[src/rtl/clock_pkg.sv]
// Shared encodings for the clock-step controller: operating modes and FSM states.
package clock_pkg;

  localparam logic [1:0] MODE_HALT  = 2'b00;
  localparam logic [1:0] MODE_RUN   = 2'b01;
  localparam logic [1:0] MODE_STEP  = 2'b10;
  localparam logic [1:0] MODE_BURST = 2'b11;

  typedef enum logic [1:0] {
    IDLE  = 2'd0,
    RUN   = 2'd1,
    STEP  = 2'd2,
    BURST = 2'd3
  } state_e;

endpackage

[src/rtl/clock_div_channel.sv]
// One clock-enable channel: divides the master advance enable by (div+1).
// The divisor is latched only at wrap so a period in flight always completes.
module clock_div_channel
  import clock_pkg::*;
#(
  parameter int DIV_W = 8
) (
  input  logic             clk,
  input  logic             reset,
  input  logic             advance,
  input  logic [DIV_W-1:0] div,
  output logic             ce
);

  logic [DIV_W-1:0] cnt_q, cnt_d;
  logic [DIV_W-1:0] div_lat_q, div_lat_d;

  assign ce = advance && (cnt_q == div_lat_q);

  always_comb begin
    cnt_d     = cnt_q;
    div_lat_d = div_lat_q;
    if (ce) begin
      cnt_d     = '0;
      div_lat_d = div;
    end else if (advance) begin
      cnt_d = cnt_q + DIV_W'(1);
    end
  end

  always_ff @(posedge clk) begin
    if (reset) begin
      cnt_q     <= '0;
      div_lat_q <= '0;
    end else begin
      cnt_q     <= cnt_d;
      div_lat_q <= div_lat_d;
    end
  end

endmodule

[src/rtl/clock_step_ctrl.sv]
// Clock-step controller: HALT/RUN/STEP/BURST master enable, per-channel divided
// enables and a running count of advance cycles.
module clock_step_ctrl
  import clock_pkg::*;
#(
  parameter int NUM_CH  = 2,
  parameter int DIV_W   = 8,
  parameter int BURST_W = 8,
  parameter int CNT_W   = 32
) (
  input  logic                    clk,
  input  logic                    reset,
  input  logic [1:0]              mode,
  input  logic                    step_req,
  input  logic [BURST_W-1:0]      burst_len,
  input  logic [NUM_CH*DIV_W-1:0] div_i,
  output logic                    advance,
  output logic [NUM_CH-1:0]       ce_o,
  output logic                    busy,
  output logic [CNT_W-1:0]        cyc_cnt
);

  state_e             state_q, state_d;
  logic               step_prev_q, step_prev_d;
  logic [BURST_W-1:0] remaining_q, remaining_d;
  logic [CNT_W-1:0]   cyc_cnt_q, cyc_cnt_d;
  logic               trig;

  assign trig        = step_req && !step_prev_q;
  assign step_prev_d = step_req;

  always_ff @(posedge clk) begin
    if (reset) begin
      state_q     <= IDLE;
      step_prev_q <= 1'b0;
      remaining_q <= '0;
      cyc_cnt_q   <= '0;
    end else begin
      state_q     <= state_d;
      step_prev_q <= step_prev_d;
      remaining_q <= remaining_d;
      cyc_cnt_q   <= cyc_cnt_d;
    end
  end

  always_comb begin
    state_d     = state_q;
    remaining_d = remaining_q;
    unique case (state_q)
      IDLE: begin
        if (mode == MODE_RUN) begin
          state_d = RUN;
        end else if (mode == MODE_STEP && trig) begin
          state_d = STEP;
        end else if (mode == MODE_BURST && trig && burst_len != '0) begin
          state_d     = BURST;
          remaining_d = burst_len;
        end
      end
      RUN:  if (mode != MODE_RUN) state_d = IDLE;
      STEP: state_d = IDLE;
      // Only HALT may cut a burst short; other mode changes wait for it to finish.
      BURST: begin
        if (remaining_q == BURST_W'(1) || mode == MODE_HALT) begin
          state_d     = IDLE;
          remaining_d = '0;
        end else begin
          remaining_d = remaining_q - BURST_W'(1);
        end
      end
      default: state_d = IDLE;
    endcase
  end

  always_comb begin
    advance   = (state_q != IDLE);
    busy      = (state_q == STEP) || (state_q == BURST);
    cyc_cnt_d = cyc_cnt_q + CNT_W'(advance);
  end

  assign cyc_cnt = cyc_cnt_q;

  for (genvar g = 0; g < NUM_CH; g++) begin : g_ch
    clock_div_channel #(.DIV_W(DIV_W)) u_ch (
      .clk     (clk),
      .reset   (reset),
      .advance (advance),
      .div     (div_i[g*DIV_W +: DIV_W]),
      .ce      (ce_o[g])
    );
  end

endmodule

[config.mk]
export PLATFORM = sky130hd
export DESIGN_NAME = clock_step_ctrl
export DESIGN_NICKNAME = d
export VERILOG_FILES = /design/src/rtl/clock_pkg.sv /design/src/rtl/clock_div_channel.sv /design/src/rtl/clock_step_ctrl.sv
export SDC_FILE = /design/constraint.sdc
export NUM_CORES = 1
export LEC_CHECK = 0
export ABC_AREA = 1
export BUFFER_PORTS_ARGS = -buffer_cell sky130_fd_sc_hd__buf_2
export CAP_MARGIN = 30
export CORE_UTILIZATION = 52
export CTS_CLUSTER_SIZE = 28
export DETAILED_ROUTE_END_ITERATION = 10
export PLACE_DENSITY = 0.77
export SKIP_LAST_GASP = 1
export SLEW_MARGIN = 40
export SYNTH_ARGS = -nofsm -noshare
export SYNTH_HDL_FRONTEND = slang
export SYNTH_SLANG_ARGS = --single-unit
[constraint.sdc]
create_clock -name clk -period 2.2 [get_ports clk]
set_clock_uncertainty 0.2 [all_clocks]
set_input_delay 0.55 -clock clk [delete_from_list [all_inputs] [get_ports clk]]
set_output_delay 0.55 -clock clk [all_outputs]
set_load 0.02 [all_outputs]
# Word level (Yosys, flattened, before mapping)
# Cells that the tools add are included.
[totals]
out_inout_bits = 36
reg_bits = 75
input_bits = 29
[classes]
n_addsub = 4
n_eq_ne = 16
n_reduce_logical = 18
n_mux = 11
[op_table]
columns = ["cell", "n"]
rows = [
  ["32-bit by 1-bit adder with 32-bit output", 1],
  ["8-bit two-way mux", 4],
  ["8-bit by 1-bit adder with 8-bit output, second input constant", 2],
  ["8-bit equality test", 2],
  ["8-bit one-hot mux with 2 select lines", 1],
  ["2-bit two-way mux", 5],
  ["2-bit != test, second input constant", 5],
  ["2-bit equality test, second input constant", 4],
  ["8-bit by 1-bit equality test with 1-bit output, second input constant", 1],
  ["2-bit one-hot mux with 4 select lines", 1],
  ["8-bit nonzero test", 1],
  ["8-bit by 1-bit subtractor with 8-bit output, second input constant", 1],
  ["1-bit logical AND", 6],
  ["2-bit by 1-bit equality test with 1-bit output, second input constant", 2],
  ["2-bit logical NOT", 2],
  ["4-bit != test, second input constant", 1],
  ["4-bit AND reduction", 1],
  ["2-bit nonzero test", 2],
  ["2-bit OR reduction", 2],
  ["3-bit AND reduction", 1],
  ["1-bit logical OR", 2],
  ["2-bit by 1-bit != test with 1-bit output, second input constant", 1],
  ["1-bit logical NOT", 1],
]

# Logic depth before layout (Yosys ltp)
# Gate-level depths: netlist of the first run.
[depth]
word_depth = 8
depth_mapped = 12
mapped_depth_nobuf = 11

# Cells and area by module
# A second synthesis of the first run with hierarchy kept.
[hier_totals]
cells_unflattened = 700
hier_area_um2 = 4430.5
[by_module_without_submodules]
columns = ["mod", "area_per_inst_um2", "cells_per_inst", "n_inst"]
rows = [
  ["clock_step_ctrl", 2481.1, 400, 1],
  ["clock_div_channel", 974.7, 150, 2],
]

# Worst setup path after synthesis of the first run
# No wires, ideal clock.
[synth_timing]
path_kind = "reg2reg"
from = "reg state_q[1]"
to = "reg cyc_cnt_q[16] (netlist: cyc_cnt[16])"
arrival_time_ps = 1898
slack_ps = -15
path_stages_with_launch = 12
period_less_slack_ps = 2215
required_time_ps = 1883
cell_sequence = "dfxtp_1 > inv_2 > nand2_4 > buf_2 > ha_1 > ha_1 > nand2_1 > nor2_4 > nand2_2 > nor2_4 > and3_1 > nor3_2"
[synth_via]
elab_chain_cells = 2
[synth_rtl]
columns = ["element", "line_no", "source"]
rows = [
  ["from (decl)", "clock_step_ctrl.sv:23", "state_e state_q, state_d;"],
  ["from (signal assigned)", "clock_step_ctrl.sv:39", "state_q <= state_d;"],
  ["2-bit nonzero test", "clock_step_ctrl.sv:76", "advance = (state_q != IDLE);"],
  ["named net advance", "clock_step_ctrl.sv:17", "output logic advance,"],
  ["32-bit by 1-bit adder with 32-bit output", "clock_step_ctrl.sv:78", "cyc_cnt_d = cyc_cnt_q + CNT_W'(advance);"],
  ["to (signal assigned)", "clock_step_ctrl.sv:42", "cyc_cnt_q <= cyc_cnt_d;"],
  ["to (decl)", "clock_step_ctrl.sv:26", "logic [CNT_W-1:0] cyc_cnt_q, cyc_cnt_d;"],
]
# The timed path passes the listed nets, and every way through them passes these cells.
# A chain may end at the register's enable or synchronous reset.

# Final worst setup path of the first run
[layout_timing]
from = "reg g_ch[1].u_ch.cnt_q[1]"
to = "out ce_o[1]"
[layout_via]
elab_chain_cells = 2
[layout_rtl]
columns = ["element", "line_no", "source"]
rows = [
  ["from (decl)", "clock_div_channel.sv:15", "logic [DIV_W-1:0] cnt_q, cnt_d;"],
  ["from (signal assigned)", "clock_div_channel.sv:36", "cnt_q <= cnt_d;"],
  ["8-bit equality test", "clock_div_channel.sv:18", "assign ce = advance && (cnt_q == div_lat_q);"],
  ["1-bit logical AND", "clock_div_channel.sv:18", ""],
  ["to (decl)", "clock_step_ctrl.sv:18", "output logic [NUM_CH-1:0] ce_o,"],
]
# No other way between the ends.

==> impl_results.md, run 1 <==
* # H-tree levels at 3
* Via-to-Cell Ratio at 5.12
* Row cnt at 32
* Vias at 4,492
* VDD IR max at 0.426 mV
* Router iterations before antenna repair at 6
* Final hold vios at 0
* Synth cell types at 35
* Nets@finish at 805
* Worst Hold Class: in2reg
* FF-to-FF path depth at 10
* Grt ovf at 0
* Largest net degree at the start of global routing at 37
* Synthesized area per cell at 6.28 um^2
* Dominant cell type by area after synthesis: dfxtp_1
* Core ar. at 7890 um^2
* Drt drc at 0
* Initial antenna violation count at 0
* Post-DR wirelength/cell at 12.4 um
* PwrDens at 976 nW/um^2
* CTS tree: built
* Root Buffer: clkbuf_8
* Die ar. at 8710 um^2
* ANT cells at 0
* Crit Path Category: reg2out
* CTS Buf Count at 9
* Vias in the first global route at 4,028
* Worst-skew pair later-pin latency at 0.35 ns
* Maximum operating frequency at 0.467 GHz
* Port bufs at 64
* Register area at 1530 um^2
* Synth top area cells: dfxtp_1 (35%), nand2_1 (16%), nor2_1 (14%)
* Chip height at 93.3 um
* Number of setup violations in the final report at 0
* Post-synthesis cell count at 690
* Sequential fraction of the synthesis area at 34.6%
* Arr. time, crit path at 1.39 ns
* Dpl ws at 0.169 ns
* DIE WIDTH at 93.3 um
* #FFs+latches synth at 75
* CP max FO at 3
* Final period util at 97.4%
* Final Non-Filler Cells at 877
* Share of cells above drive strength 1 at 20.5%
* Syn_nets at 725
* Post-synth top area share at 34.6%
* Iteration-0 DRC Markers at 152
* Reg clk slew, reported paths at 0.07 ns
* Slew @ Worst Pin at 0.557 ns
* Layout area overhead at 19.9%
* Dpl cells at 851
* Crit end category: output pin
* Multi-input logic area at 2510 um^2
* CTS Buffer Depth at 2
* WHS Path Cells at 3
* Final HPWL DP at 7710 um
* Routability Congestion at 0.948
* CP required at 1.45 ns
* Relative slew slack at 62.7%
* First-pass GRT wire length at 17,300 um
* Static Leak at 0.00233 uW
* Outcome: finished clean
* I/O Pins at 65
* Clk sinks at 75
* DRT antenna net count at 0
* Final Worst Setup Slack at 0.0570 ns
* Min Tclk post-route at 2.14 ns
* RSZ-0062 raised after global routing: true
* Synth Cell Area at 4340 um^2
* CTS Hold Bufs at 0
* MaxCap Viol Count at 0
* Fillers at 693
* Slew Limit Fails at 0
* Crit start category: register
* Total Wirelength at 10,900 um
* Warning count from the yosys run at 0
* GRT Total Usage at 24.9%
* Initial core utilization at 55.0%
-- critical path: stages, from the launching register on --
cell     delay, ns
dfxtp_2       0.34
inv_1         0.06
nand2_1       0.09
nand2_1       0.07
nor2_2        0.16
nand3_4       0.12
nor2_8        0.10
buf_6         0.12
-- stage by stage --
step | hold WS, ns | utilization [%] | area (um^2) | power (uW) | setup TNS [ns]
5_1_grt | 0.239 | 65.9 | 5200 | 5410 | -0.0853
3_3_place_gp | 0.254 | 60.5 | 4780 | 3420 | 0
2_1_floorplan | 0.255 | - | 4340 | 3120 | 0
6_report | 0.236 | 65.9 | 5200 | 5070 | 0
4_1_cts | 0.226 | 64.4 | 5080 | 4910 | 0
3_5_place_dp | 0.262 | 60.5 | 4780 | 3480 | 0
-- state kept, by name, indices dropped and copies added (netlist names) --
| register | cells |
|---|---|
| g_ch.u_ch.cnt_q | 16 |
| state_q | 2 |
| cyc_cnt | 32 |
| remaining_q | 8 |
| step_prev_q | 1 |
| g_ch.u_ch.div_lat_q | 16 |
-- kinds of logic after synthesis --
| logic type | count (synthesis) | share of synthesized area (%) |
|---|---|---|
| AOI/OAI and AO/OA | 51 | 6.49 |
| xor gates and xnor gates | 23 | 4.65 |
| adders and majority gates | 6 | 1.73 |
| buffers and inverters | 101 | 9.00 |
| DFF | 75 | 34.6 |
| and+or+nand+nor | 434 | 43.5 |
-- power by group --
part	internal, uW	leakage (uW)	switching (uW)
logic	801	0.00159	1210
clock network	782	0.000123	520
registers	1570	0.000618	191
-- repair_timing --
action / 4_1_cts / 5_1_grt
endpoints found under the hold margin: 0 / 0
cloned: 0 / 1
pin swaps: 5 / 12
buffers inserted: 4 / 5
setup endpoints to repair: 2 / 5
gates resized for setup: 13 / 35
-- layout make-up --
| class | count | area share (%) |
|---|---|---|
| Sequential cell | 75 | 29.5 |
| Clock inverter | 5 | 1.93 |
| Multi-Input combinational cell | 515 | 48.3 |
| Inverter | 90 | 6.50 |
| Timing Repair Buffer | 79 | 8.57 |
| Clock buffer | 11 | 2.72 |
| Tap cell | 102 | 2.45 |
-- routing by layer --
metal  vias up  share of wire (%)  global-route usage, %
met2       152                 47                   42.2
met1      2022                 44                   30.8
li1       2294                  -                      -
met5         -                  0                      0
met4         0                2.0                   9.49
met3        24                7.3                   5.45
-- cell usage after synthesis --
cell      instances
ha_1              6
nor3_2            2
nand4_1          10
a31oi_1           1
nand2_2           3
a21oi_1          27
nand3_1          41
nand3b_1         10
inv_1            85
nand3_2           1
buf_4             2
xor2_1           18
nand3b_2          1
buf_2             3
nand2_4           1
o21ai_1           1
and3_1            2
o21ai_4           1
nor3_1            4
o21ai_0          16
clkbuf_1          4
nor2_8            1
clkinv_1          1
nand3b_4          1
dfxtp_1          75
buf_1             2
inv_2             4
xnor2_1           5
nand3_4           1
nor2_4            3
nor2_1          158
nand2_1         186
o21a_1            4
nor2_2            9
o21ai_2           1
-- worst paths after layout --
check                     end                  start  slack (ns)
setup / recovery      ce_o[1]  g_ch[1].u_ch.cnt_q[1]        0.06
hold / removal    step_prev_q               step_req        0.24
setup reg to reg  cyc_cnt[16]             state_q[0]        0.15
hold reg to reg   cyc_cnt[31]            cyc_cnt[31]        0.27
-- placed cells by master, fill, tap and decap left out, drive strengths merged --
| cell type | Yosys | layout |
|---|---|---|
| nor2 | 171 | 172 |
| clkinv | 1 | 3 |
| bufinv | 0 | 3 |
| nand3b | 12 | 12 |
| o21ai | 19 | 19 |
| nor3 | 6 | 6 |
| xor2 | 18 | 18 |
| nand3 | 43 | 43 |
| a21oi | 27 | 27 |
| o21a | 4 | 4 |
| inv | 89 | 89 |
| and3 | 2 | 2 |
| buf | 7 | 79 |
| xnor2 | 5 | 5 |
| ha | 6 | 6 |
| a31oi | 1 | 1 |
| nand2 | 190 | 190 |
| nand4 | 10 | 10 |
| dfxtp | 75 | 75 |
| clkbuf | 4 | 11 |
(Power assumes the default switching activity.)
==> inputs of run 2 (changes only) <==
--- a/config.mk
+++ b/config.mk
@@ -8,10 +8,11 @@
 export ABC_AREA = 1
 export BUFFER_PORTS_ARGS = -buffer_cell sky130_fd_sc_hd__buf_2
 export CAP_MARGIN = 30
-export CORE_UTILIZATION = 52
+export CORE_MARGIN = 1
+export CORE_UTILIZATION = 57
 export CTS_CLUSTER_SIZE = 28
 export DETAILED_ROUTE_END_ITERATION = 10
-export PLACE_DENSITY = 0.77
+export PLACE_DENSITY = 0.8
 export SKIP_LAST_GASP = 1
 export SLEW_MARGIN = 40
 export SYNTH_ARGS = -nofsm -noshare
==> constraint.sdc (replaced) <==
create_clock -name clk -period 2.25 [get_ports clk]
set_clock_uncertainty 0.2 [all_clocks]
set_input_delay 0.5625 -clock clk [delete_from_list [all_inputs] [get_ports clk]]
set_output_delay 0.5625 -clock clk [all_outputs]
set_load 0.02 [all_outputs]
==> run 2 against run 1 <==
  * Wire length decreased by 1.3%
  * Power decreased by 7.8%
  * Register-to-register slack got worse by 0.05 ns
  * Sequential share of layout area increased by 0.47 points
  * Count of clock-buffer cells in the layout unchanged
  * Final cell count decreased by 0.80%
  * Flip-flop and latch count unchanged
  * Critical path type unchanged
  * Critical path depth unchanged
  * Core utilization increased by 4.1 points
  * Die area decreased by 8.6%
  * Via count decreased by 1.3%
  * Worst hold slack improved by 0.0069 ns
==> impl_results.md, run 2 (same netlist as run 1, synthesis figures left out) <==
* GRT Total Usage at 28.2%
* Clk pwr share at 22.4%
* Nets@finish at 801
* Layout area overhead at 17.7%
* Vias at 4,433
* Core ar. at 7290 um^2
* DIE WIDTH at 89.2 um
* First-pass GRT wire length at 17,300 um
* Worst-skew pair later-pin latency at 0.36 ns
* Commonest non-fill, non-tap cell in the layout: nand2_1
* Dpl ws at 0.0660 ns
* Total Wirelength at 10,700 um
* Root Buffer: clkbuf_8
* Outcome: finished clean
* Arr. time, crit path at 1.42 ns
* CTS Buffer Depth at 2
* Power share of the combinational group at 40.7%
* Min Tclk post-route at 2.19 ns
* Final Worst Setup Slack at 0.0634 ns
* Most frequent cells in the layout: nand2_1 (186), nor2_1 (154), inv_1 (83), buf_2 (62), dfxtp_1 (60)
* Grt ovf at 0
* CP required at 1.49 ns
* Slew Limit Fails at 0
* Worst Hold Class: in2reg
* Setup TNS at 0 ns
* Port bufs at 64
* Reg clk slew, reported paths at 0.08 ns
* Cell chain of the critical path: inv_1, nand2_1, o21ai_0, nor2_2, nand3_4, nor2_8, buf_6
* Vias in the first global route at 3,943
* Slew @ Worst Pin at 0.496 ns
* Flop pwr share at 36.9%
* Final HPWL DP at 7650 um
* I/O Pins at 65
* Sw Share at 39.8%
* Final Util at 70.0%
* Power Internal at 2820 uW
* Maximum operating frequency at 0.457 GHz
* DRT antenna net count at 0
* PwrDens at 916 nW/um^2
* Clk sinks at 75
* Routability Congestion at 0.929
* CP max FO at 3
* MaxCap Viol Count at 0
* ANT cells at 0
* Post-DR wirelength/cell at 12.3 um
* Initial core utilization at 59.5%
* Iteration-0 DRC Markers at 209
* Crit Path Category: reg2out
* Relative slew slack at 66.8%
* Initial antenna violation count at 0
* Max stage delay cell, worst path: dfxtp_2
* Max reg flops at 32
* Crit start category: register
* RSZ-0062 raised after global routing: true
* CTS tree: built
* Chip height at 89.2 um
* Die ar. at 7960 um^2
* # H-tree levels at 3
* Router iterations before antenna repair at 5
* CTS Hold Bufs at 0
* VDD IR max at 0.748 mV
* Largest net degree at the start of global routing at 37
* Final period util at 97.2%
* Crit end category: output pin
* Row cnt at 31
* Number of setup violations in the final report at 0
* Via-to-Cell Ratio at 5.10
* NetSw at 1860 uW
* Total Power at 4680 uW
* Static Leak at 0.00228 uW
* Share of cells above drive strength 1 at 18.9%
* Slowest stage delay, CP at 0.35 ns
* CTS Buf Count at 9
* Fillers at 671
* Drt drc at 0
* Final hold vios at 0
[run 2: power by group through the flow]
stage / clock network (uW) / logic, uW / registers, uW
floorplan: 0 / 1350 / 1690
global placement: 0 / 1610 / 1710
detailed placement: 0 / 1660 / 1720
CTS: 1060 / 1770 / 1700
global route: 1120 / 2150 / 1750
finish: 1050 / 1900 / 1730
[run 2: through the flow]
stage | instance area, um^2 | hold WS, ns | cells
finish | 5100 | 0.243 | 870
detailed placement | 4760 | 0.265 | 846
global route | 5100 | 0.259 | 870
floorplan | 4340 | 0.255 | 690
global placement | 4760 | 0.254 | 846
CTS | 5020 | 0.239 | 865
[run 2: layout make-up]
type	instances	area, um^2	area share [%]
multi-input cells	515	2510	49.1
clock buffers	11	141	2.77
clock inverters	5	52.6	1.03
flip-flops and latches	75	1530	30.0
well taps	99	124	2.43
repair buffers	75	412	8.06
inverters	90	338	6.62
[run 2: metal layers]
layer  global-route usage, %  vias to the layer above  share of wire (%)
met4                    10.7                        0                1.1
met5                       0                        -                  0
met1                    36.5                     2001                 46
met2                    46.6                      135                 47
li1                        -                     2287                  -
met3                    5.45                       10                5.6
[run 2: repair_timing]
item                       in CTS  in global routing
gates cloned                    0                  1
gates resized for setup        17                 20
pin swaps                       4                  6
setup endpoints to repair       2                  7
setup buffers                   3                  4
[run 2: worst paths after layout]
| check | from | to | slack [ns] | depth (start not counted) |
|---|---|---|---|---|
| min | step_req | step_prev_q | 0.24 | 3 |
| max | g_ch[1].u_ch.div_lat_q[5] | ce_o[1] | 0.06 | 7 |
| min reg2reg | cyc_cnt[31] | cyc_cnt[31] | 0.27 | 2 |
| max reg2reg | state_q[0] | cyc_cnt[16] | 0.10 | 10 |
[run 2: worst max-delay path: cells and delay by family, from the launching register on]
family / cells / cell delay (ns)
simple gates: 4 / 0.45
flops: 1 / 0.35
compound gates: 1 / 0.11
buf+inv: 2 / 0.16
